`src/rtl/mem_arb_pkg.sv`:
```
// Shared types and helpers for the unified-port memory arbiter.
// Fetches return one 32-bit word selected from a 64-bit memory line.
package mem_arb_pkg;

    typedef enum logic [1:0] {
        IDLE = 2'd0,
        WAIT = 2'd1,
        DONE = 2'd2
    } state_t;

    typedef enum logic {
        OWN_FETCH = 1'b0,
        OWN_DATA  = 1'b1
    } owner_t;

    typedef enum logic {
        ACC_RD = 1'b0,
        ACC_WR = 1'b1
    } acc_t;

    // Instruction word select: address bit 2 picks the upper half of the line.
    function automatic logic [31:0] fetch_word(input logic hi, input logic [63:0] line);
        fetch_word = hi ? line[63:32] : line[31:0];
    endfunction

endpackage

```
`src/rtl/mem_arb_grant.sv`:
```
// Priority grant (store > load > fetch) with a starvation counter that
// forces a fetch grant after STARVE_MAX consecutive data grants.
module mem_arb_grant
    import mem_arb_pkg::*;
#(
    parameter int unsigned STARVE_MAX = 4
) (
    input  logic   clk,
    input  logic   reset,
    input  logic   issue_en,
    input  logic   if_req,
    input  logic   dm_rd_req,
    input  logic   dm_wr_req,
    output logic   gnt_valid,
    output owner_t gnt_owner,
    output acc_t   gnt_acc
);

    localparam int unsigned CW = $clog2(STARVE_MAX + 1);

    logic [CW-1:0] starve_q;
    logic [CW-1:0] starve_d;
    logic          fetch_forced_s;

    // Arbitration; a simultaneous load and store is treated as a store.
    always_comb begin
        fetch_forced_s = if_req && (starve_q == CW'(STARVE_MAX));
        gnt_valid      = 1'b0;
        gnt_owner      = OWN_FETCH;
        gnt_acc        = ACC_RD;
        if (fetch_forced_s) begin
            gnt_valid = 1'b1;
        end else if (dm_wr_req) begin
            gnt_valid = 1'b1;
            gnt_owner = OWN_DATA;
            gnt_acc   = ACC_WR;
        end else if (dm_rd_req) begin
            gnt_valid = 1'b1;
            gnt_owner = OWN_DATA;
        end else if (if_req) begin
            gnt_valid = 1'b1;
        end else begin
            gnt_valid = 1'b0;
        end
    end

    // Count data grants taken while fetch waits; any idle fetch clears it.
    always_comb begin
        starve_d = starve_q;
        if (!if_req) begin
            starve_d = '0;
        end else if (issue_en && gnt_valid) begin
            if (gnt_owner == OWN_DATA) begin
                starve_d = (starve_q == CW'(STARVE_MAX)) ? starve_q : starve_q + CW'(1);
            end else begin
                starve_d = '0;
            end
        end else begin
            starve_d = starve_q;
        end
    end

    // Starvation counter register.
    always_ff @(posedge clk) begin
        if (reset) begin
            starve_q <= '0;
        end else begin
            starve_q <= starve_d;
        end
    end

endmodule

```
`src/rtl/mem_arbiter.sv`:
```
// Single-port memory arbiter: issues the winning access from IDLE, waits
// MEM_LAT cycles for reads, then pulses the owner's ack from DONE.
module mem_arbiter
    import mem_arb_pkg::*;
#(
    parameter int unsigned N          = 64,
    parameter int unsigned MEM_LAT    = 2,
    parameter int unsigned STARVE_MAX = 4
) (
    input  logic         clk,
    input  logic         reset,
    input  logic         if_req,
    input  logic [N-1:0] if_addr,
    output logic [31:0]  if_rdata,
    output logic         if_ack,
    input  logic         dm_rd_req,
    input  logic         dm_wr_req,
    input  logic [N-1:0] dm_addr,
    input  logic [N-1:0] dm_wdata,
    output logic [N-1:0] dm_rdata,
    output logic         dm_ack,
    output logic         mem_re,
    output logic         mem_we,
    output logic [N-1:0] mem_addr,
    output logic [N-1:0] mem_wdata,
    input  logic [N-1:0] mem_rdata
);

    localparam int unsigned LW = $clog2(MEM_LAT + 1);

    state_t         state_q, state_d;
    logic [LW-1:0]  lat_q, lat_d;
    owner_t         owner_q, owner_d;
    acc_t           acc_q, acc_d;
    logic           sel_q, sel_d;
    logic [31:0]    if_rdata_q, if_rdata_d;
    logic [N-1:0]   dm_rdata_q, dm_rdata_d;
    logic           if_ack_q, if_ack_d;
    logic           dm_ack_q, dm_ack_d;

    logic           issue_en_s;
    logic           issue_s;
    logic           gnt_valid_s;
    owner_t         gnt_owner_s;
    acc_t           gnt_acc_s;
    logic           unused_s;

    assign unused_s   = ^if_addr[1:0];
    assign issue_en_s = (state_q == IDLE) && !reset;
    assign issue_s    = issue_en_s && gnt_valid_s;

    mem_arb_grant #(
        .STARVE_MAX (STARVE_MAX)
    ) u_grant (
        .clk       (clk),
        .reset     (reset),
        .issue_en  (issue_en_s),
        .if_req    (if_req),
        .dm_rd_req (dm_rd_req),
        .dm_wr_req (dm_wr_req),
        .gnt_valid (gnt_valid_s),
        .gnt_owner (gnt_owner_s),
        .gnt_acc   (gnt_acc_s)
    );

    // Memory port is driven only in the issue cycle; fetches are line aligned.
    always_comb begin
        mem_re    = 1'b0;
        mem_we    = 1'b0;
        mem_addr  = '0;
        mem_wdata = '0;
        if (issue_s) begin
            mem_re    = (gnt_acc_s == ACC_RD);
            mem_we    = (gnt_acc_s == ACC_WR);
            mem_wdata = dm_wdata;
            if (gnt_owner_s == OWN_DATA) begin
                mem_addr = dm_addr;
            end else begin
                mem_addr = {if_addr[N-1:3], 3'b000};
            end
        end else begin
            mem_re = 1'b0;
        end
    end

    // Sequencer next state: latch owner/type at issue, capture read data at count 1.
    always_comb begin
        state_d    = state_q;
        lat_d      = lat_q;
        owner_d    = owner_q;
        acc_d      = acc_q;
        sel_d      = sel_q;
        if_rdata_d = if_rdata_q;
        dm_rdata_d = dm_rdata_q;
        if_ack_d   = 1'b0;
        dm_ack_d   = 1'b0;
        case (state_q)
            IDLE: begin
                if (gnt_valid_s) begin
                    owner_d = gnt_owner_s;
                    acc_d   = gnt_acc_s;
                    sel_d   = if_addr[2];
                    if (gnt_acc_s == ACC_WR) begin
                        state_d  = DONE;
                        dm_ack_d = 1'b1;
                    end else begin
                        state_d = WAIT;
                        lat_d   = LW'(MEM_LAT);
                    end
                end else begin
                    state_d = IDLE;
                end
            end
            WAIT: begin
                if (lat_q == LW'(1)) begin
                    state_d = DONE;
                    if (owner_q == OWN_FETCH) begin
                        if_rdata_d = fetch_word(sel_q, mem_rdata[63:0]);
                        if_ack_d   = 1'b1;
                    end else begin
                        dm_rdata_d = mem_rdata;
                        dm_ack_d   = 1'b1;
                    end
                end else begin
                    lat_d = lat_q - LW'(1);
                end
            end
            DONE: begin
                state_d = IDLE;
            end
            default: begin
                state_d = IDLE;
            end
        endcase
    end

    // State and output registers; reset abandons any in-flight access.
    always_ff @(posedge clk) begin
        if (reset) begin
            state_q    <= IDLE;
            lat_q      <= '0;
            owner_q    <= OWN_FETCH;
            acc_q      <= ACC_RD;
            sel_q      <= 1'b0;
            if_rdata_q <= '0;
            dm_rdata_q <= '0;
            if_ack_q   <= 1'b0;
            dm_ack_q   <= 1'b0;
        end else begin
            state_q    <= state_d;
            lat_q      <= lat_d;
            owner_q    <= owner_d;
            acc_q      <= acc_d;
            sel_q      <= sel_d;
            if_rdata_q <= if_rdata_d;
            dm_rdata_q <= dm_rdata_d;
            if_ack_q   <= if_ack_d;
            dm_ack_q   <= dm_ack_d;
        end
    end

    assign if_rdata = if_rdata_q;
    assign dm_rdata = dm_rdata_q;
    assign if_ack   = if_ack_q;
    assign dm_ack   = dm_ack_q;

endmodule

```
`config.mk`:
```
export PLATFORM = sky130hd
export DESIGN_NAME = mem_arbiter
export DESIGN_NICKNAME = d
export VERILOG_FILES = /design/src/rtl/mem_arb_pkg.sv /design/src/rtl/mem_arb_grant.sv /design/src/rtl/mem_arbiter.sv
export SDC_FILE = /design/constraint.sdc
export NUM_CORES = 1
export LEC_CHECK = 0
export CORE_AREA = 2 2 190 192
export CTS_BUF_LIST = sky130_fd_sc_hd__clkbuf_8
export CTS_CLUSTER_SIZE = 24
export DETAILED_ROUTE_END_ITERATION = 16
export DIE_AREA = 0 0 192 194
export DONT_BUFFER_PORTS = 1
export PLACE_DENSITY = 0.4
export SLEW_MARGIN = 20
export SYNTH_ARGS = -nofsm -noshare
export SYNTH_HDL_FRONTEND = slang
export SYNTH_SLANG_ARGS = --single-unit
```
`constraint.sdc`:
```
create_clock -name clk -period 3.5 [get_ports clk]
set_input_delay 0.7 -clock clk [delete_from_list [all_inputs] [get_ports clk]]
set_output_delay 0.7 -clock clk [all_outputs]
set_load 0.05 [all_outputs]
```
# Yosys cells after proc, flatten, opt, wreduce, memory -nomap -nowiden
# Cells that the tools add are included.
# totals
regBits	107
latch_bits	0
ramBits	0
romBits	0
n_memories	0
# classes
n_addsub	2
mul	0
div_mod_pow	0
n_lt_le_gt_ge	0
eq_ne	8
shifts	0
mux	31
n_bitwise	5
n_reduce_logical	13
# ops
operator	n
64-bit 2-to-1 mux	3
32-bit 2-to-1 mux	1
1-bit 2-to-1 mux	16
2-bit 2-to-1 mux	6
2-bit inequality test (second input constant)	4
2-bit case mux with 2 select lines	2
3-bit 2-to-1 mux	2
3-bit AND reduction	2
1-bit inverter	5
2-bit by 1-bit == test with 1-bit output (second input constant)	2
2-bit AND reduction	2
4-bit AND reduction	1
3-bit by 1-bit adder with 3-bit output (second input constant)	1
3-bit == test (second input constant)	1
1-bit logical AND	3
3-bit OR reduction	1
2-bit logical NOT	1
2-bit by 1-bit inequality test with 1-bit output (second input constant)	1
1-bit case mux with 2 select lines	1
2-bit nonzero test	1
2-bit OR reduction	1
2-bit by 1-bit subtractor with 2-bit output (second input constant)	1
1-bit logical NOT	1

# Longest topological paths before layout
# Gate-level depths: netlist of the first run.
# logic_depth
ltp_word	6
depth_mapped	7
mapped_depth_nobuf	5

# Cells and area by module
# From an unflattened synthesis of the first run, not the netlist that was laid out.
# hier_totals
hier_cells	703
hier_area_um2	5738.0
# by_module_without_submodules
mod	n_inst	cells_per_inst	area_per_inst_um2	seq_area_each_um2
mem_arbiter	1	678	5522.8	2082.0
mem_arb_grant	1	25	215.2	60.1

# Worst setup path after synthesis of the first run
# No wires, ideal clock.
# synth_timing
path_type	input to output
from	input port reset
to	output port mem_addr[3]
arrival_ns	2.299
required_ns	2.800
path_slack_ns	0.501
path_stages	5
n_path_buf	2
cell_sequence	clkbuf_2 > or3_4 > or2_1 > buf_6 > a21oi_1
# synth_via
elab_chain_cells	4
# synth_rtl
element	line_no	source
start, declared	mem_arbiter.sv:11	input logic reset,
1-bit logical NOT	mem_arbiter.sv:49	assign issue_en_s = (state_q == IDLE) && !reset;
1-bit logical AND	mem_arbiter.sv:49	
1-bit logical AND	mem_arbiter.sv:50	assign issue_s = issue_en_s && gnt_valid_s;
64-bit 2-to-1 mux	mem_arbiter.sv:72	if (issue_s) begin
end, declared	mem_arbiter.sv:24	output logic [N-1:0] mem_addr,
# Every way passes these cells.

# Final worst setup path of the first run
# layout_timing
from	register u_grant.starve_q[0]
to	output port mem_addr[56]
# layout_via
elab_chain_cells	5
word_cells_on_any_way	7
classes_between	1 x eq/ne; 4 x mux; 2 x reduce/logical
# layout_rtl
element	line_no	source
start, declared	mem_arb_grant.sv:21	logic [CW-1:0] starve_q;
start signal, assigned	mem_arb_grant.sv:68	starve_q <= starve_d;
3-bit == test *	mem_arb_grant.sv:27	fetch_forced_s = if_req && (starve_q == CW'(STARVE_MAX));
1-bit logical AND *	mem_arb_grant.sv:27	
1-bit 2-to-1 mux	mem_arb_grant.sv:31	if (fetch_forced_s) begin
64-bit 2-to-1 mux / 1-bit logical AND (equally long branches)	mem_arbiter.sv:76, mem_arbiter.sv:50	
64-bit 2-to-1 mux *	mem_arbiter.sv:72	
# Every way passes the cells marked *; elsewhere a longest branch is shown, timed or not.

==> flow_summary.toml, run 1 <==
[clock_tree]
tritoncts = "built"
h-tree-depth = 3
cts_resized = 0
post_cts_buffers = 0
holdBufCountCts = 0
cts.root.buffer_cell = "clkbuf_8"
clock-sinks = 107
cts_buffers = 9
path_clk_slew_ps = 110
clockBufferDepth = 2
worstSkewPairLatency_ps = 390

[critical_path]
r2r-start = "u_grant.starve_q[0]"
rrSetupSlack_ps = 1380
crit_required_ps = 2800
critPathKind = "reg2out"
arrival_ps = 2520
startpoint_type = "flop"
crit_fanout = 28
end_kind = "output port"
r2r_end = "lat_q[1]"
reg2reg_depth = 5

[timing]
final_max_slew_viol_count = 0
skew_ps = 10.2
rsz0062_at_grt = "no"
setup_tns_ps = 0
post-route-min-period_ps = 3220
finalCritPeriodShare = 0.919
finalSetupViolations = 0
finalHoldViolCount = 0
maxSlewHeadroom = 0.412
tightest_slew_ps = 882
fin_ws_ps = 283
max_freq_mhz = 311

[pwr]
power_frac_seq = 0.434
switchingPower_mw = 1.24
p_clk_frac = 0.261
p_comb_frac = 0.305
p_leak_nw = 2.44
ir_worst_vdd_uv = 264
p_int_mw = 1.83
power_density_mw_per_mm2 = 425
swShare = 0.405

[global_route]
track_usage = 0.126
grt_max_degree = 107
first_global_vias = 5413
antenna_found_initial = 4
grt_first_pass_wirelength_um = 34900
overflow = 0

[detailed_routing]
wirelength_um = 26000
route.vias.total = 5734
ant_nets = 0
post_drt_wl_per_cell_um = 20.2
first_pass_iters = 4
drtIter0Drc = 221
vias_per_cell = 4.46
route.detailed.drc = 0

[logic_synthesis]
yosysMostFrequentCell = "nand2_1"
synthesis.area_sq_mm = 0.00599
synthTopCellsByCount = "nand2_1, dfxtp_1, a21oi_1, and2_1, nand3_1"
yosys-top-cells-area = "dfxtp_1, a21oi_2, nand2_1"
synthDistinctLibCells = 42
synth-edff-count = 0
ys_seq_area_frac = 0.358
ys_ff_latch = 107
yosysWarnings = 0
yosysTopAreaCell = "dfxtp_1"
syn_nets = 1046
async_reset_ff_frac = 0
ys.flop_type = "dfxtp_1"
syn_avg_cell_area_sq_um = 7.65
synth_cells = 782
synth_top_area_frac = 0.358

[min_path]
hold_class = "in2reg"
holdPathEnd = "dm_rdata[42]"
hold_start = "reset"
worstHoldPathCells = 1

[layout]
drive_gt1_frac = 0.234
regArea_sq_mm = 0.00214
area_growth_pct = 20.5
fillers = 3934
fin_nets = 1081
multi_input_area_sq_mm = 0.00344
fin_util = 0.205

[place]
port_buffers = 0
pre_cts_ws_ps = 583
dp_hpwl_um = 20100
finalWeightedCongestion = 0.764

[status]
status = "completed"

[die]
initial_core_util = 0.170
dieWidth_um = 192
fp.dieH_um = 194
ios = 489
design.core.area_sq_mm = 0.0352
rows = 69
die-area_sq_mm = 0.0372

[flow_run]
maxCapViolations = 0
==> layer usage <==
layer,global-route usage,share of wire,vias up
met5,0,0,-
met4,0.0605,0.036,0
met3,0.0425,0.097,28
met2,0.211,0.47,279
met1,0.143,0.40,2675
li1,-,-,2752
==> through the flow <==
stage	hold WS, ps	std cells	area, sq um	power [mW]
finish	369	1286	7210	3.07
global route	333	1286	7210	3.19
CTS	332	1282	7200	3.12
detailed placement	479	1267	7010	2.30
global placement	474	1267	7010	2.30
floorplan	451	782	5990	2.11
==> worst max-delay path, cell delays in order (launching register included) <==
cell and delay (ps):
dfxtp_1 340, inv_1 80, ha_1 230, and3_2 560, buf_4 280, o21ai_0 140
a21oi_2 240, buf_4 230
==> power groups by stage <==
stage	clock (mW)	sequential (mW)	combinational, mW
4_1_cts	0.841	1.33	0.944
6_report	0.801	1.33	0.936
3_3_place_gp	0	1.36	0.937
3_5_place_dp	0	1.36	0.941
5_1_grt	0.875	1.34	0.982
2_1_floorplan	0	1.33	0.775
==> flip-flops by register name, summed over array words and instances (netlist names) <==
register / flops
dm_rdata: 64
if_rdata: 32
u_grant.starve_q: 3
state_q: 2
if_ack: 1
owner_q: 1
dm_ack: 1
lat_q: 2
sel_q: 1
==> cell usage in the layout (no fill, tap or decap), drive strengths merged, types with 3 or more instances in the layout <==
cell / synthesis / final
nand2: 133 / 133
a21oi: 129 / 129
dfxtp: 107 / 107
buf: 48 / 104
and2: 65 / 65
nand3: 64 / 64
o21ai: 63 / 63
nor2: 37 / 37
mux2i: 35 / 35
a211oi: 35 / 35
clkbuf: 32 / 9
inv: 5 / 9
diode: 0 / 4
and3: 4 / 4
ha: 3 / 3
==> final cells by class <==
type                    count  share of cell area
multi-input cells         590               0.477
flip-flops and latches    107               0.297
repair buffers            104               0.115
well taps                 461              0.0800
clock buffers               9              0.0172
clock inverters             6             0.00971
inverters                   5             0.00260
diodes                      4             0.00139
==> cells by family after synthesis <==
kind of cell,count (synthesis),share of synthesized area
flip-flops,107,0.358
multiplexers,35,0.0585
adder cells (fa/ha/maj),3,0.00627
buffers and inverters,85,0.0694
AND/OR/NAND/NOR,319,0.257
AO/OA/AOI/OAI,233,0.251
==> how the worst max path moves through the flow <==
stage                              from      endpoint  slack [ps]  cells past startpoint
floorplan                         reset   mem_addr[3]         500                      5
global placement              dm_wr_req  mem_addr[23]         600                      5
detailed placement            dm_wr_req  mem_addr[23]         580                      5
CTS                 u_grant.starve_q[0]  mem_addr[56]         250                      7
global route        u_grant.starve_q[0]  mem_addr[53]         140                      7
finish              u_grant.starve_q[0]  mem_addr[56]         280                      7
No activity file was read; power rests on OpenSTA's default activity.
==> run 2, diff against run 1 <==
--- a/config.mk
+++ b/config.mk
@@ -5,11 +5,12 @@
 export SDC_FILE = /design/constraint.sdc
 export NUM_CORES = 1
 export LEC_CHECK = 0
-export CORE_AREA = 2 2 190 192
+export CAP_MARGIN = 30
+export CORE_AREA = 2 2 188 190
 export CTS_BUF_LIST = sky130_fd_sc_hd__clkbuf_8
 export CTS_CLUSTER_SIZE = 24
 export DETAILED_ROUTE_END_ITERATION = 16
-export DIE_AREA = 0 0 192 194
+export DIE_AREA = 0 0 190 192
 export DONT_BUFFER_PORTS = 1
 export PLACE_DENSITY = 0.4
 export SLEW_MARGIN = 20
==> run 2 against run 1 <==
Cell count decreased by 1.7%. Sequential share of layout area increased by 0.32 points. Setup slack improved by 92 ps. Hold slack improved by 31 ps. Largest power group unchanged. Routed wire length increased by 1.3%. Clock-buffer cell count increased by 2. Critical path depth unchanged. Register-to-register slack got worse by 350 ps.
==> flow_summary.toml, run 2 (synthesized netlist as in run 1, its figures left out) <==
[clock_tree]
worstSkewPairLatency_ps = 390
tritoncts = "built"
clockBufferDepth = 2
clock-sinks = 107
h-tree-depth = 3
cts.root.buffer_cell = "clkbuf_8"
holdBufCountCts = 0
path_clk_slew_ps = 110
cts_resized = 0
post_cts_buffers = 0
cts_buffers = 9

[detailed_routing]
wirelength_um = 26300
route.vias.total = 5707
first_pass_iters = 4
drtIter0Drc = 286
ant_nets = 0
route.detailed.drc = 0
post_drt_wl_per_cell_um = 20.8
vias_per_cell = 4.52

[timing]
final_max_slew_viol_count = 0
finalCritPeriodShare = 0.893
finalHoldViolCount = 0
maxSlewHeadroom = 0.436
post-route-min-period_ps = 3130
max_freq_mhz = 320
finalSetupViolations = 0
tightest_slew_ps = 847
setup_tns_ps = 0
skew_ps = 15.1
rsz0062_at_grt = "no"

[critical_path]
r2r_end = "lat_q[1]"
crit_start = "u_grant.starve_q[0]"
startpoint_type = "flop"
reg2reg_depth = 6
critPathKind = "reg2out"
arrival_ps = 2430
rrSetupSlack_ps = 1030
r2r-start = "u_grant.starve_q[0]"
end_kind = "output port"
crit_fanout = 30
endpoint = "mem_addr[14]"
crit_required_ps = 2800

[layout]
drive_gt1_frac = 0.222
final_cell_mix = "nand2_1, dfxtp_1, buf_4, a21oi_1, and2_1"
multi_input_area_sq_mm = 0.00345
antenna_cells = 0
fin_nets = 1068
fillers = 3848
regArea_sq_mm = 0.00214
final_area_sq_mm = 0.00714
largest_reg_flops = 64
area_growth_pct = 19.2
mostFrequentLayoutCell = "nand2_1"

[place]
dp_hpwl_um = 19900
port_buffers = 0
finalWeightedCongestion = 0.769
placed_cell_area_sq_mm = 0.00693

[pwr]
p_leak_nw = 2.38
power_density_mw_per_mm2 = 433
ir_worst_vdd_uv = 226

[global_route]
grt_first_pass_wirelength_um = 35800
track_usage = 0.132
antenna_found_initial = 0
grt_max_degree = 107
overflow = 0
first_global_vias = 5499

[die]
ios = 489
initial_core_util = 0.175
design.core.area_sq_mm = 0.0343
dieWidth_um = 190
die-area_sq_mm = 0.0365
rows = 68
fp.dieH_um = 192

[status]
status = "completed"

[min_path]
hold_class = "in2reg"

[flow_run]
maxCapViolations = 0
## run 2: cell types whose count changed in the layout (fill, tap and decap cells not counted)
cell	before	now
a21oi_2	59	60
diode_2	4	0
nor2_2	2	1
clkinvlp_4	0	1
nor2_4	1	2
buf_12	4	5
buf_4	100	86
clkbuf_8	9	11
a21oi_1	70	69
inv_1	5	6
inv_6	4	2
clkinv_2	1	0
## run 2: power breakdown
group          total [mW]  internal, mW  switching (mW)
sequential           1.33          1.24          0.0861
clock               0.839         0.374           0.466
combinational       0.927         0.237           0.690
total                3.09          1.85            1.24
## run 2: routing by layer
metal,wire (um),up-vias,GRT usage
li1,-,2724,-
met1,10800,2671,0.160
met2,12600,292,0.222
met3,2650,20,0.0490
met4,276,0,0.0319
met5,0,-,0
## run 2: worst max-delay path, cell delays in order (launching register included)
cell,delay (ps)
dfxtp_1,350
inv_1,80
ha_1,220
nand3_2,540
buf_4,430
nand3_1,130
a21oi_2,70
buf_4,200
## run 2: worst min-delay path by stage
stage          cells after the start             endpoint  slack (ps)           startpoint
3_3_place_gp                       2  u_grant.starve_q[1]         470  u_grant.starve_q[1]
6_report                           1          dm_rdata[6]         400                reset
4_1_cts                            1          dm_rdata[6]         340                reset
3_5_place_dp                       2  u_grant.starve_q[1]         480  u_grant.starve_q[1]
5_1_grt                            1          dm_rdata[6]         350                reset
2_1_floorplan                      2  u_grant.starve_q[1]         450  u_grant.starve_q[1]
## run 2: per-stage QoR
step | hold WS [ps] | worst slack [ps] | cells | power [mW] | util
5_1_grt | 352 | 152 | 1264 | 3.23 | 0.208
2_1_floorplan | 451 | 501 | 782 | 2.11 | -
4_1_cts | 342 | 275 | 1264 | 3.16 | 0.208
6_report | 400 | 375 | 1264 | 3.09 | 0.208
3_3_place_gp | 472 | 601 | 1248 | 2.28 | 0.202
3_5_place_dp | 476 | 618 | 1248 | 2.29 | 0.202
## run 2: final cells by class
class	count	share of cell area
flip-flops and latches	107	0.300
inverters	5	0.00263
multi-input cells	590	0.483
clock buffers	11	0.0212
well taps	455	0.0798
clock inverters	5	0.00824
repair buffers	91	0.104
